--- src/rtl/apb_bridge_pkg.sv ---
// Shared types and constants for the AHB-Lite to APB bridge.
// Latency: none (definitions only).
// Backpressure: none (definitions only).
package apb_bridge_pkg;

  localparam int NSLOT = 9;

  localparam logic [1:0] HTRANS_IDLE   = 2'b00;
  localparam logic [1:0] HTRANS_BUSY   = 2'b01;
  localparam logic [1:0] HTRANS_NONSEQ = 2'b10;
  localparam logic [1:0] HTRANS_SEQ    = 2'b11;

  typedef enum logic [2:0] {
    ST_IDLE,
    ST_WDATA,
    ST_SETUP,
    ST_ACCESS,
    ST_DONE,
    ST_ERR1,
    ST_ERR2
  } state_e;

  // NONSEQ and SEQ both carry a real transfer; IDLE and BUSY do not.
  function automatic logic trans_active(input logic [1:0] htrans);
    return htrans[1];
  endfunction

endpackage

--- src/rtl/apb_slot_decode.sv ---
// Maps the 4-bit address slot field to a one-hot APB select plus a mapped flag.
// Latency: purely combinational.
// Backpressure: none.
module apb_slot_decode #(
  parameter int NSLOT = 9
) (
  input  logic [3:0]       slot,
  output logic [NSLOT-1:0] onehot,
  output logic             valid
);
  import apb_bridge_pkg::*;

  // One bit per implemented slot; codes at or above NSLOT light nothing.
  always_comb begin
    onehot = '0;
    for (int i = 0; i < NSLOT; i++) begin
      if (slot == 4'(i)) onehot[i] = 1'b1;
    end
    valid = |onehot;
  end

endmodule

--- src/rtl/ahb_apb_bridge.sv ---
// AHB-Lite slave that turns single transfers into APB setup/access cycles on nine slots.
// Latency: read done 3 cycles after the address phase, write 4, plus one per PREADY=0 cycle.
// Backpressure: HREADYOUT held low for the whole APB transfer; unmapped slots give a two-cycle ERROR.
module ahb_apb_bridge #(
  parameter int ADDR_W   = 16,
  parameter int SLOT_LSB = 12,
  parameter int NSLOT    = 9
) (
  input  logic              HCLK,
  input  logic              HRESET,
  input  logic              HSEL,
  input  logic [31:0]       HADDR,
  input  logic [1:0]        HTRANS,
  input  logic              HWRITE,
  input  logic [31:0]       HWDATA,
  input  logic              HREADY,
  output logic              HREADYOUT,
  output logic              HRESP,
  output logic [31:0]       HRDATA,
  output logic [NSLOT-1:0]  PSEL,
  output logic              PENABLE,
  output logic              PWRITE,
  output logic [ADDR_W-1:0] PADDR,
  output logic [31:0]       PWDATA,
  input  logic              PREADY,
  input  logic              PRESP,
  input  logic [31:0]       PRDATA
);
  import apb_bridge_pkg::*;

  state_e            state_q, state_d;
  logic [ADDR_W-1:0] paddr_q, paddr_d;
  logic              pwrite_q, pwrite_d;
  logic [NSLOT-1:0]  sel_q, sel_d;
  logic [31:0]       pwdata_q, pwdata_d;
  logic [31:0]       hrdata_q, hrdata_d;

  logic [3:0]        slot_in;
  logic [NSLOT-1:0]  slot_onehot;
  logic              slot_valid;
  logic              ready_state;
  logic              accept;
  logic              unused_ok;

  assign slot_in = HADDR[SLOT_LSB+3:SLOT_LSB];

  apb_slot_decode #(.NSLOT(NSLOT)) u_slot_decode (
    .slot   (slot_in),
    .onehot (slot_onehot),
    .valid  (slot_valid)
  );

  // Upper address bits and HTRANS[0] carry no meaning for this bridge.
  assign unused_ok = ^{HADDR, HTRANS};

  // States in which the bridge can take a new address phase.
  always_comb begin
    ready_state = (state_q == ST_IDLE) || (state_q == ST_DONE) || (state_q == ST_ERR2);
    accept      = HSEL & trans_active(HTRANS) & HREADY & ready_state;
  end

  // Next-state logic: decode on accept, then walk the APB setup/access sequence.
  always_comb begin
    state_d = state_q;
    unique case (state_q)
      ST_IDLE, ST_DONE, ST_ERR2: begin
        if (!accept)          state_d = ST_IDLE;
        else if (!slot_valid) state_d = ST_ERR1;
        else if (HWRITE)      state_d = ST_WDATA;
        else                  state_d = ST_SETUP;
      end
      ST_WDATA:  state_d = ST_SETUP;
      ST_SETUP:  state_d = ST_ACCESS;
      ST_ACCESS: begin
        if (PREADY) state_d = PRESP ? ST_ERR1 : ST_DONE;
      end
      ST_ERR1:   state_d = ST_ERR2;
      default:   state_d = ST_IDLE;
    endcase
  end

  // Datapath capture: address/direction/select on accept, write data in WDATA,
  // read data only on a clean completion so an errored read leaves HRDATA alone.
  always_comb begin
    paddr_d  = paddr_q;
    pwrite_d = pwrite_q;
    sel_d    = sel_q;
    pwdata_d = pwdata_q;
    hrdata_d = hrdata_q;
    if (accept) begin
      paddr_d  = HADDR[ADDR_W-1:0];
      pwrite_d = HWRITE;
      sel_d    = slot_onehot;
    end
    if (state_q == ST_WDATA) pwdata_d = HWDATA;
    if ((state_q == ST_ACCESS) && PREADY && !PRESP && !pwrite_q) hrdata_d = PRDATA;
  end

  // State register.
  always_ff @(posedge HCLK or posedge HRESET) begin
    if (HRESET) state_q <= ST_IDLE;
    else        state_q <= state_d;
  end

  // Datapath registers; reset clears every value that reaches an output.
  always_ff @(posedge HCLK or posedge HRESET) begin
    if (HRESET) begin
      paddr_q  <= '0;
      pwrite_q <= 1'b0;
      sel_q    <= '0;
      pwdata_q <= '0;
      hrdata_q <= '0;
    end else begin
      paddr_q  <= paddr_d;
      pwrite_q <= pwrite_d;
      sel_q    <= sel_d;
      pwdata_q <= pwdata_d;
      hrdata_q <= hrdata_d;
    end
  end

  // Output decode from state; PSEL is only driven during the APB phases.
  always_comb begin
    HREADYOUT = ready_state;
    HRESP     = (state_q == ST_ERR1) || (state_q == ST_ERR2);
    PENABLE   = (state_q == ST_ACCESS);
    PSEL      = '0;
    if ((state_q == ST_SETUP) || (state_q == ST_ACCESS)) PSEL = sel_q;
    PADDR     = paddr_q;
    PWRITE    = pwrite_q;
    PWDATA    = pwdata_q;
    HRDATA    = hrdata_q;
  end

endmodule

--- config.mk ---
export PLATFORM = sky130hd
export DESIGN_NAME = ahb_apb_bridge
export DESIGN_NICKNAME = d
export VERILOG_FILES = /design/src/rtl/apb_bridge_pkg.sv /design/src/rtl/apb_slot_decode.sv /design/src/rtl/ahb_apb_bridge.sv
export SDC_FILE = /design/constraint.sdc
export NUM_CORES = 1
export LEC_CHECK = 0
export ABC_AREA = 1
export CELL_PAD_IN_SITES_DETAIL_PLACEMENT = 1
export CELL_PAD_IN_SITES_GLOBAL_PLACEMENT = 2
export CORE_UTILIZATION = 24
export DETAILED_ROUTE_END_ITERATION = 6
export PLACE_DENSITY_LB_ADDON = 0.12
export SYNTH_ARGS = -nofsm -noshare
export SYNTH_HDL_FRONTEND = slang
export SYNTH_HIERARCHICAL = 1
export SYNTH_SLANG_ARGS = --single-unit
--- constraint.sdc ---
create_clock -name HCLK -period 7.3 [get_ports HCLK]
set_input_delay 1.46 -clock HCLK [delete_from_list [all_inputs] [get_ports HCLK]]
set_output_delay 1.46 -clock HCLK [all_outputs]
set_load 0.01 [all_outputs]
==> results of run 1 <==
## per-stage QoR
| stage | setup WS, ns | power [W] | util | hold WS (ns) |
|---|---|---|---|---|
| floorplan | 3.420 | 0.001406 | - | 0.4865 |
| global placement | 3.998 | 0.002019 | 0.3620 | 0.4646 |
| detailed placement | 3.902 | 0.002053 | 0.3620 | 0.4697 |
| CTS | 4.005 | 0.002629 | 0.3832 | 0.4862 |
| global route | 3.871 | 0.002772 | 0.3832 | 0.4977 |
| finish | 4.059 | 0.002577 | 0.3832 | 0.4820 |
## worst min-delay path: cells and delay by family (launching register included)
| kind | cells | cell delay [ns] |
|---|---|---|
| flops | 1 | 0.34 |
| compound gates | 1 | 0.05 |
| simple gates | 1 | 0.06 |
## area by class of cell
cell class	count	area [um2]	share of cell area
flip-flops and latches	93	2327	0.3675
repair buffers	181	1809	0.2857
multi-input cells	248	1241	0.1960
inverters	87	329.1	0.05197
well taps	220	275.3	0.04347
clock buffers	11	242.7	0.03833
clock inverters	5	107.6	0.01699
## power by group through the flow
stage / clock (W) / sequential [W] / combinational (W)
2_1_floorplan: 0 / 0.000999 / 0.000407
5_1_grt: 0.000598 / 0.000931 / 0.00124
3_5_place_dp: 0 / 0.000904 / 0.00115
3_3_place_gp: 0 / 0.000891 / 0.00113
6_report: 0.000558 / 0.000894 / 0.00113
4_1_cts: 0.000578 / 0.000898 / 0.00115
## sequential cells by signal, indices dropped and copies added, names as in the netlist
name / cells
HRDATA: 32
PWDATA: 32
PADDR: 16
sel_q: 9
state_q: 3
PWRITE: 1
## cell families after synthesis
kind of cell,after synthesis
simple gates,153
buf+inv,105
compound gates,95
flops,93
## metal layers
layer / GRT usage / vias to the layer above
li1: - / 1699
met1: 0.1651 / 1589
met2: 0.2413 / 92
met3: 0.04051 / 11
met4: 0.05426 / 0
met5: 0 / -
## worst paths after layout
kind                            startpoint    endpoint  slack [ns]  cells after the start
worst max-delay path            state_q[2]     PSEL[8]        4.06                      4
worst min-delay path             HRDATA[1]   HRDATA[1]        0.48                      2
worst max register to register  state_q[1]  PWDATA[30]        5.31                      3
worst min register to register   HRDATA[1]   HRDATA[1]        0.48                      2
max in group asynchronous           HRESET   PWDATA[1]        4.65                      3
min in group asynchronous           HRESET  PWDATA[21]        1.57                      2
## cells in the final DEF (no fill, tap or decap), drive strengths merged
master,synthesis,routed
nand3,6,6
inv,87,87
nand2,121,121
dfrtp,93,93
bufinv,0,3
buf,13,1
o21ai,91,91
clkbuf,5,11
a21oi,3,3
nor2,26,26
clkinv,0,2
clkdlybuf4s50,0,180
o21bai,1,1
==> impl_metrics.tcl, run 1 <==
set metrics [dict create \
    ys_seq_area_frac 0.5767 \
    cp.required_ns 5.84 \
    arrival_ns 1.78 \
    crit_chain "inv_2, nand2_2, nor2_1, clkdlybuf4s50_1" \
    antenna_found_initial 0 \
    ir_worst_vdd_mv 0.1324 \
    start_kind "register" \
    cellPowerDensity_mw_per_mm2 406.9 \
    cts_hold_buf 0 \
    status "completed" \
    grt_pass1_vias 3618 \
    min_period_ns 3.241 \
    synthMuxAreaShare 0 \
    worst-path-buf-inv 2 \
    crit_fanout 11 \
    cts_buffers 9 \
    placed_area_mm2 0.005982 \
    grt_overflow 0 \
    crit_family "buffers and inverters" \
    gp_congestion 0.7104 \
    track_usage 0.1407 \
    final_area_mm2 0.006332 \
    p_seq_frac 0.347 \
    p_leak_nw 3.015 \
    clock_latency_ns 0.35 \
    die_w_um 131.7 \
    rows 47 \
    dr.max_layer_used "met4" \
    p_sw_w 0.0008683 \
    period_share 0.4439 \
    drtPass1Iterations 4 \
    p_int_w 0.001709 \
    cts_tree "done" \
    ys_warn_count 6 \
    n_fill_cell 1895 \
    max_freq_ghz 0.3086 \
    setup_viol 0 \
    p_clk_frac 0.216 \
    grt_max_degree 65 \
    cts_num_sinks 93 \
    ys.flop_type "dfrtp_1" \
    io_pins 198 \
    synth_top_family_by_area "simple AND/OR/NAND/NOR gates" \
    postCtsSetupBuffers 0 \
    grt_pass1_wl_mm 19.15 \
    critPathCaptureType "primary output" \
    critPathSlowestCell "clkdlybuf4s50_1" \
    async_flop_share 1.000 \
    nNetsFinal 725 \
    route.detailed.drc 0 \
    clockBufferDepth 2 \
    synthCells 446 \
    antenna_cells 0 \
    yosysUniqueCellTypes 21 \
    drive_gt1_frac 0.09440 \
    cts-root-buf "clkbuf_16" \
    die_h_um 131.7 \
    tns_ns 0 \
    dp_cells 829 \
    clk_pin_slew_ns 0.07 \
    yosys.area_share.simple 0.1594 \
    met2_length_mm 5.715 \
    port_buffers 180 \
    hpwl_mm 8.099 \
    synthTopCellsByCount "118 x nand2_1, 93 x dfrtp_1, 86 x inv_1, 56 x o21ai_0, 32 x o21ai_2" \
    min_path_type "reg2reg" \
    wirelength_mm 11.48 \
    swShare 0.3370 \
    coreArea_mm2 0.01652 \
    rsz0062_at_grt "no" \
    tightest_slew_ns 1.043 \
    start_util 0.2442 \
    dieArea_mm2 0.01734 \
    drt_iter0_drc 154 \
    p_comb_frac 0.437 \
    maxCapViolations 0 \
    fin_skew_ns 0.009107 \
    synth_compound_area_frac 0.1482 \
    slew_headroom 0.3041 \
    slowest_delay_ns 0.56 \
    syn_avg_cell_area_um2 9.047 \
    yosysTopAreaCellShare 0.5767 \
    crit_type "reg2out" \
    yosysTopAreaCell "dfrtp_1" \
    fin_cells 845 \
    yosys.area_share.xor_xnor 0 \
    met3_length_um 726 \
    viasPerCell 4.013 \
    synth_fp_nets 551 \
    postRouteAntennaNets 0 \
    wl_met1_mm 4.866 \
    syn_area_mm2 0.004035 \
    synth.ff_latch_count 93 \
    cts_resized 0 \
    synthAdderAreaFrac 0 \
    ctsHtreeMaxLevel 3 \
    ys_top_cells_by_area "dfrtp_1 58%, nand2_1 11%, inv_1 8.0%" \
    final-max-slew-violation-count 0 \
    vias 3391 \
    yosysMostFrequentCell "nand2_1" \
    area_growth_pct 56.93 \
    wire_per_inst_um 13.59 \
    hold_violations 0 \
    synth_edf_count 0 \
]
Power figures use the tool's default switching activity.
==> run 2: changes to the inputs <==
--- a/config.mk
+++ b/config.mk
@@ -8,7 +8,7 @@
 export ABC_AREA = 1
 export CELL_PAD_IN_SITES_DETAIL_PLACEMENT = 1
 export CELL_PAD_IN_SITES_GLOBAL_PLACEMENT = 2
-export CORE_UTILIZATION = 24
+export CORE_UTILIZATION = 22
 export DETAILED_ROUTE_END_ITERATION = 6
 export PLACE_DENSITY_LB_ADDON = 0.12
 export SYNTH_ARGS = -nofsm -noshare
==> constraint.sdc (replaced) <==
create_clock -name HCLK -period 3.1 [get_ports HCLK]
set_input_delay 0.62 -clock HCLK [delete_from_list [all_inputs] [get_ports HCLK]]
set_output_delay 0.62 -clock HCLK [all_outputs]
set_load 0.01 [all_outputs]
==> run 2 against run 1 <==
- wire length is 0.59% higher
- non-clock buffer count is 2 higher
- die area is 8.9% higher
- clock power is 88% higher
- sequential share of layout area is 0.20 points higher
- count of clock-buffer cells in the layout is 1 lower
- worst hold slack hardly changed
- critical path type unchanged
==> impl_metrics.tcl, run 2 (synthesis gave the netlist of run 1 again) <==
set metrics [dict create \
    ir_worst_vdd_mv 0.3024 \
    critPathCaptureType "primary output" \
    setup_viol 0 \
    cts_buffers 9 \
    slew_headroom 0.2935 \
    final-max-slew-violation-count 0 \
    tns_ns 0 \
    cts_tree "done" \
    cts_hold_buf 0 \
    hold_slack_ns 0.4825 \
    clk_pin_slew_ns 0.07 \
    area_growth_pct 56.06 \
    hold_violations 0 \
    period_share 0.7715 \
    grt_pass1_vias 3454 \
    io_pins 198 \
    start_kind "register" \
    route.detailed.drc 0 \
    n_fill_cell 2073 \
    track_usage 0.1250 \
    clock_latency_ns 0.35 \
    ctsHtreeMaxLevel 3 \
    gp_congestion 0.6928 \
    cts_resized 0 \
    antenna_found_initial 0 \
    viasPerCell 3.949 \
    cellPowerDensity_mw_per_mm2 921.2 \
    drive_gt1_frac 0.09744 \
    maxCapViolations 0 \
    grt_max_degree 65 \
    fin_skew_ns 0.009386 \
    min_path_type "reg2reg" \
    die_w_um 137.4 \
    vias 3376 \
    rsz0062_at_grt "no" \
    crit_type "reg2out" \
    port_buffers 180 \
    antenna_cells 0 \
    wire_per_inst_um 13.51 \
    crit_fanout 11 \
    arrival_ns 1.77 \
    drt_iter0_drc 124 \
    wirelength_mm 11.55 \
    coreArea_mm2 0.01796 \
    cts_num_sinks 93 \
    nNetsFinal 727 \
    die_h_um 137.4 \
    layout_commonest_cell "clkdlybuf4s50_1" \
    hpwl_mm 8.130 \
    status "completed" \
    drtPass1Iterations 4 \
    postCtsSetupBuffers 0 \
    start_util 0.2246 \
    grt_pass1_wl_mm 17.80 \
    dieArea_mm2 0.01889 \
    rows 49 \
    p_leak_nw 2.978 \
    min_period_ns 2.392 \
    cp.required_ns 2.48 \
    max_freq_ghz 0.4181 \
    postRouteAntennaNets 0 \
    layout_common_cells "180 x clkdlybuf4s50_1, 118 x nand2_1, 93 x dfrtp_1" \
    cts-root-buf "clkbuf_16" \
    grt_overflow 0 \
    clockBufferDepth 2 \
    tightest_slew_ns 1.059 \
]
==> run 2: metal layers <==
layer  vias to the layer above  track usage  wire, um
li1                       1699            -         -
met1                      1574       0.1511      4939
met2                        92       0.2013      5547
met3                        11      0.04047       860
met4                         0      0.05678       202
met5                         -            0         0
==> run 2: final timing paths <==
check	end	depth (start not counted)	start	slack, ns
setup / recovery	PSEL[4]	4	state_q[2]	0.71
hold / removal	PWDATA[15]	2	PWDATA[15]	0.48
setup reg to reg	PWDATA[26]	3	state_q[1]	1.13
hold reg to reg	PWDATA[15]	2	PWDATA[15]	0.48
max in group asynchronous	PWDATA[5]	3	HRESET	1.74
min in group asynchronous	PWDATA[6]	2	HRESET	0.69
==> run 2: area by class of cell <==
type	count	area [um2]	share of cell area
Tap cell	229	286.5	0.04550
Sequential cell	93	2327	0.3696
Clock inverter	5	37.54	0.005961
Inverter	87	329.1	0.05226
Clock buffer	10	239.0	0.03795
Multi-Input combinational cell	248	1241	0.1971
Timing Repair Buffer	183	1837	0.2917
==> run 2: metrics by stage <==
step,setup WS (ns),total power (W),std cells,utilization,area [um2]
4_1_cts,0.6509,0.005943,855,0.3506,6297
2_1_floorplan,0.05969,0.003310,446,-,4035
3_5_place_dp,0.5456,0.004837,840,0.3352,6021
5_1_grt,0.5904,0.006268,855,0.3506,6297
6_report,0.7084,0.005801,855,0.3506,6297
3_3_place_gp,0.6148,0.004776,840,0.3352,6021
==> run 2: critical path, cell delays in order (launching register included) <==
cell	delay, ns
dfrtp_1	0.43
inv_2	0.11
nand2_2	0.18
nor2_1	0.16
clkdlybuf4s50_1	0.55
==> run 2: power by group <==
part	switching [W]	internal [W]	leakage, nW
clock	0.000490	0.000562	0.119
sequential	0.000293	0.00180	1.16
combinational	0.00124	0.00141	1.70
==> run 3: changes to the inputs <==
==> constraint.sdc (replaced) <==
create_clock -name HCLK -period 2.3 [get_ports HCLK]
set_input_delay 0.46 -clock HCLK [delete_from_list [all_inputs] [get_ports HCLK]]
set_output_delay 0.46 -clock HCLK [all_outputs]
set_load 0.01 [all_outputs]
==> run 3 against run 2 <==
- critical path depth is the same
- cell count rose by 0.12%
- cell area increased by 1.3%
- combinational power rose by 36%
- die area unchanged
- worst hold slack lost 0.0040 ns
- total power rose by 40%
- critical path type unchanged
==> impl_metrics.tcl, run 3 (synthesis gave the netlist of run 1 again) <==
set metrics [dict create \
    status "completed" \
    antenna_cells 0 \
    p_leak_nw 3.023 \
    tightest_slew_ns 0.5381 \
    die_h_um 137.4 \
    period_share 0.9417 \
    crit_family "buffers and inverters" \
    start_util 0.2246 \
    maxCapViolations 0 \
    drtPass1Iterations 4 \
    min_path_type "reg2reg" \
    layout_commonest_cell "clkdlybuf4s50_1" \
    hold_violations 0 \
    max_freq_ghz 0.4617 \
    coreArea_mm2 0.01796 \
    worst-path-buf-inv 2 \
    final-max-slew-violation-count 0 \
    area_growth_pct 58.05 \
    cts_tree "done" \
    die_w_um 137.4 \
    rsz0062_at_grt "no" \
    track_usage 0.1275 \
    fin_cells 856 \
    use_met3 0.03937 \
    postRouteAntennaNets 0 \
    drt_iter0_drc 96 \
    setup_viol 0 \
    port_buffers 180 \
    viasPerCell 3.982 \
    globalRoute.busiestLayer "met2" \
    io_pins 198 \
    wirelength_mm 11.59 \
    clockBufferDepth 2 \
    gp_congestion 0.6944 \
    grt_pass1_wl_mm 18.30 \
    ctsHtreeMaxLevel 3 \
    power_w 0.008120 \
    cts_num_sinks 93 \
    drive_gt1_frac 0.09569 \
    clk_pin_slew_ns 0.07 \
    cts-root-buf "clkbuf_16" \
    layout_common_cells "180 x clkdlybuf4s50_1, 118 x nand2_1, 93 x dfrtp_1" \
    grt_pass1_vias 3548 \
    crit_type "reg2out" \
    cts_hold_buf 0 \
    clock_latency_ns 0.34 \
    n_fill_cell 2076 \
    slew_headroom 0.6412 \
    route.detailed.drc 0 \
    critPathCaptureType "primary output" \
    cts_buffers 9 \
    arrival_ns 1.71 \
    grt_max_degree 94 \
    cp.required_ns 1.84 \
    ir_worst_vdd_mv 0.4308 \
    hpwl_mm 8.097 \
    r2r-start "state_q[2]" \
    tns_ns 0 \
    wire_per_inst_um 13.53 \
    nNetsFinal 728 \
    rows 49 \
    dieArea_mm2 0.01889 \
    start_kind "register" \
    crit_chain "inv_2, nand2_4, nor2_1, clkdlybuf4s50_1" \
    grt_use_met2 0.2077 \
    antenna_found_initial 0 \
    slowest_delay_ns 0.55 \
    vias 3409 \
    dp_cells 841 \
    cellPowerDensity_mw_per_mm2 1273 \
    min_period_ns 2.166 \
    critical_path.startpoint "state_q[2]" \
    critPathSlowestCell "clkdlybuf4s50_1" \
    min_from "HRDATA[12]" \
    postCtsSetupBuffers 0 \
    met1_usage 0.1529 \
    crit_fanout 11 \
    fin_skew_ns 0.006065 \
    grt_overflow 0 \
]
run 3: path summary, 6_finish.rpt:
check / to / slack (ns) / depth (start not counted)
max: PSEL[8] / 0.13 / 4
min: HRDATA[12] / 0.48 / 2
max reg2reg: state_q[0] / 0.68 / 6
min reg2reg: HRDATA[12] / 0.48 / 2
max in group asynchronous: PADDR[10] / 1.28 / 3
min in group asynchronous: HRDATA[1] / 0.63 / 3
run 3: power breakdown:
part	switching, W	internal (W)	leakage (nW)
clock	0.000631	0.00106	0.156
sequential	0.000404	0.00243	1.16
combinational	0.00168	0.00191	1.70
run 3: routing by layer:
layer,vias to the layer above,wire (um)
met1,1602,4898
met5,-,0
met3,13,849
met4,0,204
met2,90,5633
li1,1704,-
run 3: repair_timing:
action | 4_1_cts | 5_1_grt
setup endpoints to repair | 0 | 9
hold endpoints to repair | 0 | 0
gates resized for setup | 0 | 1
run 3: stage by stage:
stage,utilization,worst slack (ns),hold slack (ns),cell area [um2]
2_1_floorplan,-,0.7483,0.4865,4039
3_3_place_gp,0.3364,0.4204,0.4645,6042
3_5_place_dp,0.3364,0.4017,0.4717,6042
4_1_cts,0.3547,0.0002874,0.4869,6372
5_1_grt,0.3550,0.01396,0.5095,6377
6_report,0.3550,0.1342,0.4785,6377
run 3: area by class of cell:
class	count	area, um2	share of cell area
Multi-Input combinational cell	248	1246	0.1954
Clock buffer	11	232.7	0.03649
Sequential cell	93	2327	0.3649
Inverter	87	330.3	0.05180
Timing Repair Buffer	184	1857	0.2912
Tap cell	229	286.5	0.04493
Clock inverter	4	97.59	0.01530
run 3: worst reg2reg max path, stage by stage (launching register included):
cell	delay [ns]
dfrtp_1	0.42
inv_2	0.09
nand2_4	0.16
nand2_4	0.18
nor2_8	0.44
o21ai_0	0.18
nand3_1	0.10
